===== src/rtl/hm_pkg.sv =====
// hm_pkg: shared state type, padding constants and byte-swap helper for the hashing datapath
package hm_pkg;
   typedef enum logic [2:0] {IDLE, LOADED, START, WAIT, NEXT, FOUND, EXHAUSTED} feeder_state_t;
   localparam int HDR_WORDS = 20;
   localparam logic [31:0] PAD_WORD = 32'h80000000;
   localparam logic [31:0] LEN_WORD = 32'h00000280;
   function automatic logic [31:0] bswap(input logic [31:0] w);
      return {w[7:0], w[15:8], w[23:16], w[31:24]};
   endfunction
endpackage


===== src/rtl/header_feeder_if.sv =====
// header_feeder_if: chunk/handshake bus between the header feeder and the hashing module
interface header_feeder_if;
   logic [511:0] data_to_hash;
   logic [1:0]   hash_select;
   logic         begin_hash;
   logic         quit_hash;
   logic         hash_done;
   logic         valid_hash_flag;
   modport master (
      output data_to_hash, begin_hash, quit_hash,
      input  hash_select, hash_done, valid_hash_flag
   );
   modport slave (
      input  data_to_hash, begin_hash, quit_hash,
      output hash_select, hash_done, valid_hash_flag
   );
endinterface


===== src/rtl/nonce_incr.sv =====
// nonce_incr: adds one to a nonce stored big-endian but counted as a little-endian integer
module nonce_incr
   import hm_pkg::*;
(
   input  logic [31:0] nonce_in,
   output logic [31:0] nonce_out,
   output logic        wrap
);
   logic [31:0] le_sum;
   assign {wrap, le_sum} = {1'b0, bswap(nonce_in)} + 33'd1;
   assign nonce_out = bswap(le_sum);
endmodule


===== src/rtl/header_feeder.sv =====
// header_feeder: holds a 20-word block header, serves padded chunks and steps the nonce
module header_feeder
   import hm_pkg::*;
(
   input  logic            clk,
   input  logic            n_rst,
   input  logic            load_word,
   input  logic [31:0]     word_in,
   input  logic            start_mining,
   input  logic            stop_mining,
   header_feeder_if.master hash,
   output logic            header_loaded,
   output logic            busy,
   output logic            found,
   output logic            exhausted,
   output logic [31:0]     nonce
);
   feeder_state_t    state;
   logic [31:0]      hdr [HDR_WORDS];
   logic [4:0]       cnt;
   logic [31:0]      nonce_next;
   logic             wrap;
   logic [31:0]      msg [32];
   logic [15:0][31:0] chunk;

   nonce_incr u_incr (.nonce_in(hdr[HDR_WORDS-1]), .nonce_out(nonce_next), .wrap(wrap));

   for (genvar i = 0; i < 32; i++) begin : g_msg
      if (i < HDR_WORDS) begin : g_hdr
         assign msg[i] = hdr[i];
      end else if (i == HDR_WORDS) begin : g_pad
         assign msg[i] = PAD_WORD;
      end else if (i == 31) begin : g_len
         assign msg[i] = LEN_WORD;
      end else begin : g_zero
         assign msg[i] = '0;
      end
   end

   for (genvar i = 0; i < 16; i++) begin : g_chunk
      assign chunk[i] = (hash.hash_select == 2'd1) ? msg[16+i] : msg[i];
   end

   assign hash.data_to_hash = chunk;
   assign nonce = hdr[HDR_WORDS-1];

   // header loading and mining control with registered pulses and status levels
   always_ff @(posedge clk or negedge n_rst) begin
      if (!n_rst) begin
         state           <= IDLE;
         hdr             <= '{default: '0};
         cnt             <= '0;
         hash.begin_hash <= 1'b0;
         hash.quit_hash  <= 1'b0;
         header_loaded   <= 1'b0;
         busy            <= 1'b0;
         found           <= 1'b0;
         exhausted       <= 1'b0;
      end else begin
         hash.begin_hash <= 1'b0;
         hash.quit_hash  <= 1'b0;
         case (state)
            IDLE:
               if (load_word) begin
                  hdr[cnt] <= word_in;
                  cnt      <= cnt + 5'd1;
                  if (cnt == 5'(HDR_WORDS - 1)) begin
                     header_loaded <= 1'b1;
                     state         <= LOADED;
                  end
               end
            LOADED, FOUND, EXHAUSTED:
               if (load_word) begin
                  hdr[0]        <= word_in;
                  cnt           <= 5'd1;
                  header_loaded <= 1'b0;
                  found         <= 1'b0;
                  exhausted     <= 1'b0;
                  state         <= IDLE;
               end else if (start_mining) begin
                  hash.begin_hash <= 1'b1;
                  busy            <= 1'b1;
                  found           <= 1'b0;
                  exhausted       <= 1'b0;
                  state           <= START;
               end
            START, WAIT, NEXT:
               if (stop_mining) begin
                  hash.quit_hash <= 1'b1;
                  busy           <= 1'b0;
                  state          <= LOADED;
               end else if (state == START) begin
                  state <= WAIT;
               end else if (state == WAIT) begin
                  if (hash.valid_hash_flag) begin
                     busy  <= 1'b0;
                     found <= 1'b1;
                     state <= FOUND;
                  end else if (hash.hash_done) begin
                     busy      <= !wrap;
                     exhausted <= wrap;
                     state     <= wrap ? EXHAUSTED : NEXT;
                  end
               end else begin
                  hdr[HDR_WORDS-1] <= nonce_next;
                  hash.begin_hash  <= 1'b1;
                  state            <= START;
               end
            default: state <= IDLE;
         endcase
      end
   end
endmodule


===== src/flat_wrapper.sv =====
// flat-port wrapper written by rule: the top's interface ports become plain ports
module header_feeder_flat import hm_pkg::*;
  (clk, n_rst, load_word, word_in, start_mining, stop_mining, header_loaded, busy, found, exhausted, nonce, hash_data_to_hash, hash_begin_hash, hash_quit_hash, hash_hash_select, hash_hash_done, hash_valid_hash_flag);
  header_feeder_if hash_i ();
  input  logic clk;
  input  logic n_rst;
  input  logic load_word;
  input  logic [31:0] word_in;
  input  logic start_mining;
  input  logic stop_mining;
  output logic header_loaded;
  output logic busy;
  output logic found;
  output logic exhausted;
  output logic [31:0] nonce;
  output wire logic [$bits(hash_i.data_to_hash)-1:0] hash_data_to_hash;
  output wire logic [$bits(hash_i.begin_hash)-1:0] hash_begin_hash;
  output wire logic [$bits(hash_i.quit_hash)-1:0] hash_quit_hash;
  input wire logic [$bits(hash_i.hash_select)-1:0] hash_hash_select;
  input wire logic [$bits(hash_i.hash_done)-1:0] hash_hash_done;
  input wire logic [$bits(hash_i.valid_hash_flag)-1:0] hash_valid_hash_flag;
  assign hash_data_to_hash = hash_i.data_to_hash;
  assign hash_begin_hash = hash_i.begin_hash;
  assign hash_quit_hash = hash_i.quit_hash;
  assign hash_i.hash_select = hash_hash_select;
  assign hash_i.hash_done = hash_hash_done;
  assign hash_i.valid_hash_flag = hash_valid_hash_flag;
  header_feeder u_core (.clk(clk), .n_rst(n_rst), .load_word(load_word), .word_in(word_in), .start_mining(start_mining), .stop_mining(stop_mining), .hash(hash_i), .header_loaded(header_loaded), .busy(busy), .found(found), .exhausted(exhausted), .nonce(nonce));
endmodule

===== config.mk =====
export PLATFORM = sky130hd
export DESIGN_NAME = header_feeder_flat
export DESIGN_NICKNAME = d
export VERILOG_FILES = /design/src/rtl/hm_pkg.sv /design/src/rtl/header_feeder_if.sv /design/src/rtl/nonce_incr.sv /design/src/rtl/header_feeder.sv /design/src/flat_wrapper.sv
export SDC_FILE = /design/constraint.sdc
export NUM_CORES = 1
export LEC_CHECK = 0
export BUFFER_PORTS_ARGS = -buffer_cell sky130_fd_sc_hd__buf_2
export CAP_MARGIN = 20
export CORE_AREA = 5 5 252 254
export DETAILED_ROUTE_END_ITERATION = 7
export DIE_AREA = 0 0 257 259
export MAX_ROUTING_LAYER = met4
export PLACE_DENSITY = 0.76
export SETUP_SLACK_MARGIN = 0.4
export SKIP_LAST_GASP = 1
export SYNTH_ARGS = -nofsm -noshare
export SYNTH_HDL_FRONTEND = slang
export SYNTH_SLANG_ARGS = --single-unit

===== constraint.sdc =====
create_clock -name clk -period 1.9 [get_ports clk]
set_input_delay 0.285 -clock clk [delete_from_list [all_inputs] [get_ports clk]]
set_output_delay 0.285 -clock clk [all_outputs]
set_load 0.005 [all_outputs]

==> summary.txt <==
Worst EP arrival -> 2.47 ns
sequential cell fraction of total power -> 39.5%
Synth Area in Adders -> 0.2083%
crit path time final -> 1.997 ns
internal power -> 37.64 mW
GRT busiest layer -> met2
largest family of logic cells by synthesized area -> multiplexers
Finish-stage setup viols -> 428
per-cell routed wire length -> 27.68 um
vias -> 22610
Die W -> 257 um
Avg Cell Area, Syn -> 12.84 sq um
maximum VDD drop -> 0.8230 mV
worst path required time -> 2.37 ns
Yosys reg bits -> 654
Max-Cap Viols -> 0
total power -> 54.32 mW
synthesized area -> 30040 sq um
met1 Use GR -> 37.77%
routed wire length -> 108400 um
Rel. slew slack -> 46.40%
ys async rst share -> 100.0%
Ys Warns -> 0
Post-synth EDFFs -> 0
Worst Setup End Kind -> register
ANT nets after route -> 0
Initial Utilization -> 49.22%
met2 GRT Util -> 49.49%
Worst Slack Setup Final -> -0.09683 ns
core region area -> 61030 sq um
crit-path max FO -> 21
CTS tree -> yes
Clock power frac -> 25.3%
Syn Nets -> 2386
f_max -> 500.8 MHz
DRT Pass-1 Iters -> 7
CTS max path bufs -> 3
Net Sw Frac -> 30.71%
Ports -> 591
Slew Limit Fails -> 0
fin util -> 66.76%
setup TNS -> -14.62 ns
Finished Cell Area -> 40740 sq um
dpl cells -> 3667
CTS buffer count -> 70
post-synthesis compound-gate area fraction -> 2.849%
Gate Count Post-Synth -> 2340
Post-route DRC -> 0
failing checks -> setup timing
DIE AREA -> 66560 sq um
Primary FF master, synth -> dfrtp_1
status -> finished with violations
layout cells sized above 1 -> 59.03%
via density per instance -> 5.772
Gate power share -> 35.1%
top cell type's share of synthesized area -> 54.48%
Die Y -> 259 um
Yosys top cell by area -> dfrtp_1
Yosys cell types -> 64
Min Hold Slack -> 0.1424 ns
CTS sink count -> 654
Worst Setup Start Kind -> register
total grt overflow -> 0
Power Density -> 1333 nW/um^2
# port buffers -> 590
clock latency at the later pin of the worst-skew pair -> 0.61 ns
Crit Path Class -> register to register
P_sw -> 16.68 mW
NumNets Final -> 3120
post-synthesis simple-gate area fraction -> 11.15%
post-synthesis sequential area ratio -> 54.48%
post-place instance area -> 35070 sq um
CTS clock-pin slew for the worst setup and hold paths -> 0.06 ns
mux contribution to synthesized area -> 27.40%
main area contributors after synthesis -> dfrtp_1 54%, mux2_2 27%, and2_1 8.1%
initial antenna violation count -> 3
Layout area overhead -> 35.64%
RSZ-0062 raised after global routing -> true
First DRT Iteration DRCs -> 1948
GR Util All Layers -> 30.20%
Post-Synth XOR/XNOR Area -> 0.1166%
Layout Cells excl Fill -> 3916
vias in the first global route -> 23300
commonest cells after routing, fill and taps aside -> 689 x mux2_2, 646 x dfrtp_1, 554 x buf_2
CTS root buf -> clkbuf_16
row count -> 91
met3 Resource Use GR -> 6.818%
first-pass GRT wire length -> 149300 um
Detail Placement HPWL -> 65250 um
most common cell after layout, fill and taps aside -> mux2_2
dpl ws -> -0.2886 ns
Final Skew -> 0.02494 ns
Worst Tran Pin Value -> 0.8039 ns
Fin. Hold Viols -> 0
gp weighted congestion -> 0.9022
Hold Crit Class -> input port to register
Reg2Reg Setup Slack -> -0.1 ns
largest net degree at the start of global routing -> 97
fin crit share -> 105.1%
leakage -> 21.21 nW
H-tree Lvls -> 3
kinds of logic after synthesis:
logic type                 Yosys count
muxes                              731
DFF                                654
and+or+nand+nor                    564
buffers and inverters              249
AOI/OAI and AO/OA                  133
adders and majority gates            5
xor gates and xnor gates             4
power by group through the flow:
stage               logic [mW]  clock network, mW  registers [mW]
floorplan                 9.66                  0            20.4
global placement          16.1                  0            21.0
detailed placement        16.5                  0            21.4
CTS                       17.5               13.9            21.2
global route              20.4               14.5            21.9
finish                    19.1               13.8            21.5
flip-flops by register name (all words and copies together) (netlist names):
name,count
u_core.hdr,608
u_core.nonce,32
u_core.cnt,5
u_core.state,3
u_core.busy,1
u_core.exhausted,1
u_core.found,1
u_core.hash.begin_hash,1
u_core.hash.quit_hash,1
u_core.header_loaded,1
cell type report:
| cell class | count | area, sq um |
|---|---|---|
| diodes | 2 | 5.005 |
| clock buffers | 99 | 2001 |
| clock inverters | 23 | 277.8 |
| fillers | 4304 | 20280 |
| inverters | 12 | 60.06 |
| multi-input cells | 1437 | 13340 |
| flip-flops and latches | 654 | 16380 |
| well taps | 790 | 988.4 |
| repair buffers | 899 | 7692 |
synth_stat cells (all sizes together), types with 7 or more instances:
| cell type | instances |
|---|---|
| a21oi | 25 |
| a31oi | 7 |
| a32oi | 8 |
| and2 | 390 |
| and3 | 7 |
| buf | 96 |
| clkbuf | 141 |
| dfrtp | 654 |
| inv | 12 |
| mux2 | 729 |
| nand2 | 66 |
| nand2b | 7 |
| nand3 | 17 |
| nand4 | 12 |
| nor2 | 23 |
| nor3 | 11 |
| o21ai | 46 |
timing repair:
item                                     CTS  global route
buffers inserted                          38            21
endpoints found under the setup margin  1192          1196
pin swaps                                 17            46
resized for setup                        154           180
hold buffers                               2             0
hold endpoints to repair                 259             0
cloned                                    25            39
worst max-delay path, cell delays in order (launching register included):
cell and delay [ns]:
dfrtp_2 0.43, nor4b_4 0.29, buf_4 0.19, and2_4 0.16
buf_8 0.14, nand2_4 0.10, buf_12 0.22, mux2_2 0.30
layer usage:
layer / share of wire (%) / vias up
met5: 0 / -
met4: 3.0 / 0
met3: 7.5 / 213
met2: 49 / 1040
met1: 41 / 11810
li1: - / 9545
final timing paths:
kind	from	endpoint	cells past startpoint
setup / recovery	u_core.state[1]$_DFFE_PN0P_	u_core.hdr[208]$_DFFE_PN0P_	7
hold / removal	hash_valid_hash_flag	u_core.busy$_DFFE_PN0P_	3
setup reg to reg	u_core.state[1]$_DFFE_PN0P_	u_core.hdr[208]$_DFFE_PN0P_	7
hold reg to reg	u_core.hdr[484]$_DFFE_PN0P_	u_core.hdr[484]$_DFFE_PN0P_	1
max in group asynchronous	n_rst	u_core.hdr[33]$_DFFE_PN0P_	4
min in group asynchronous	n_rst	u_core.hdr[484]$_DFFE_PN0P_	2
Power figures use the tool's default switching activity.
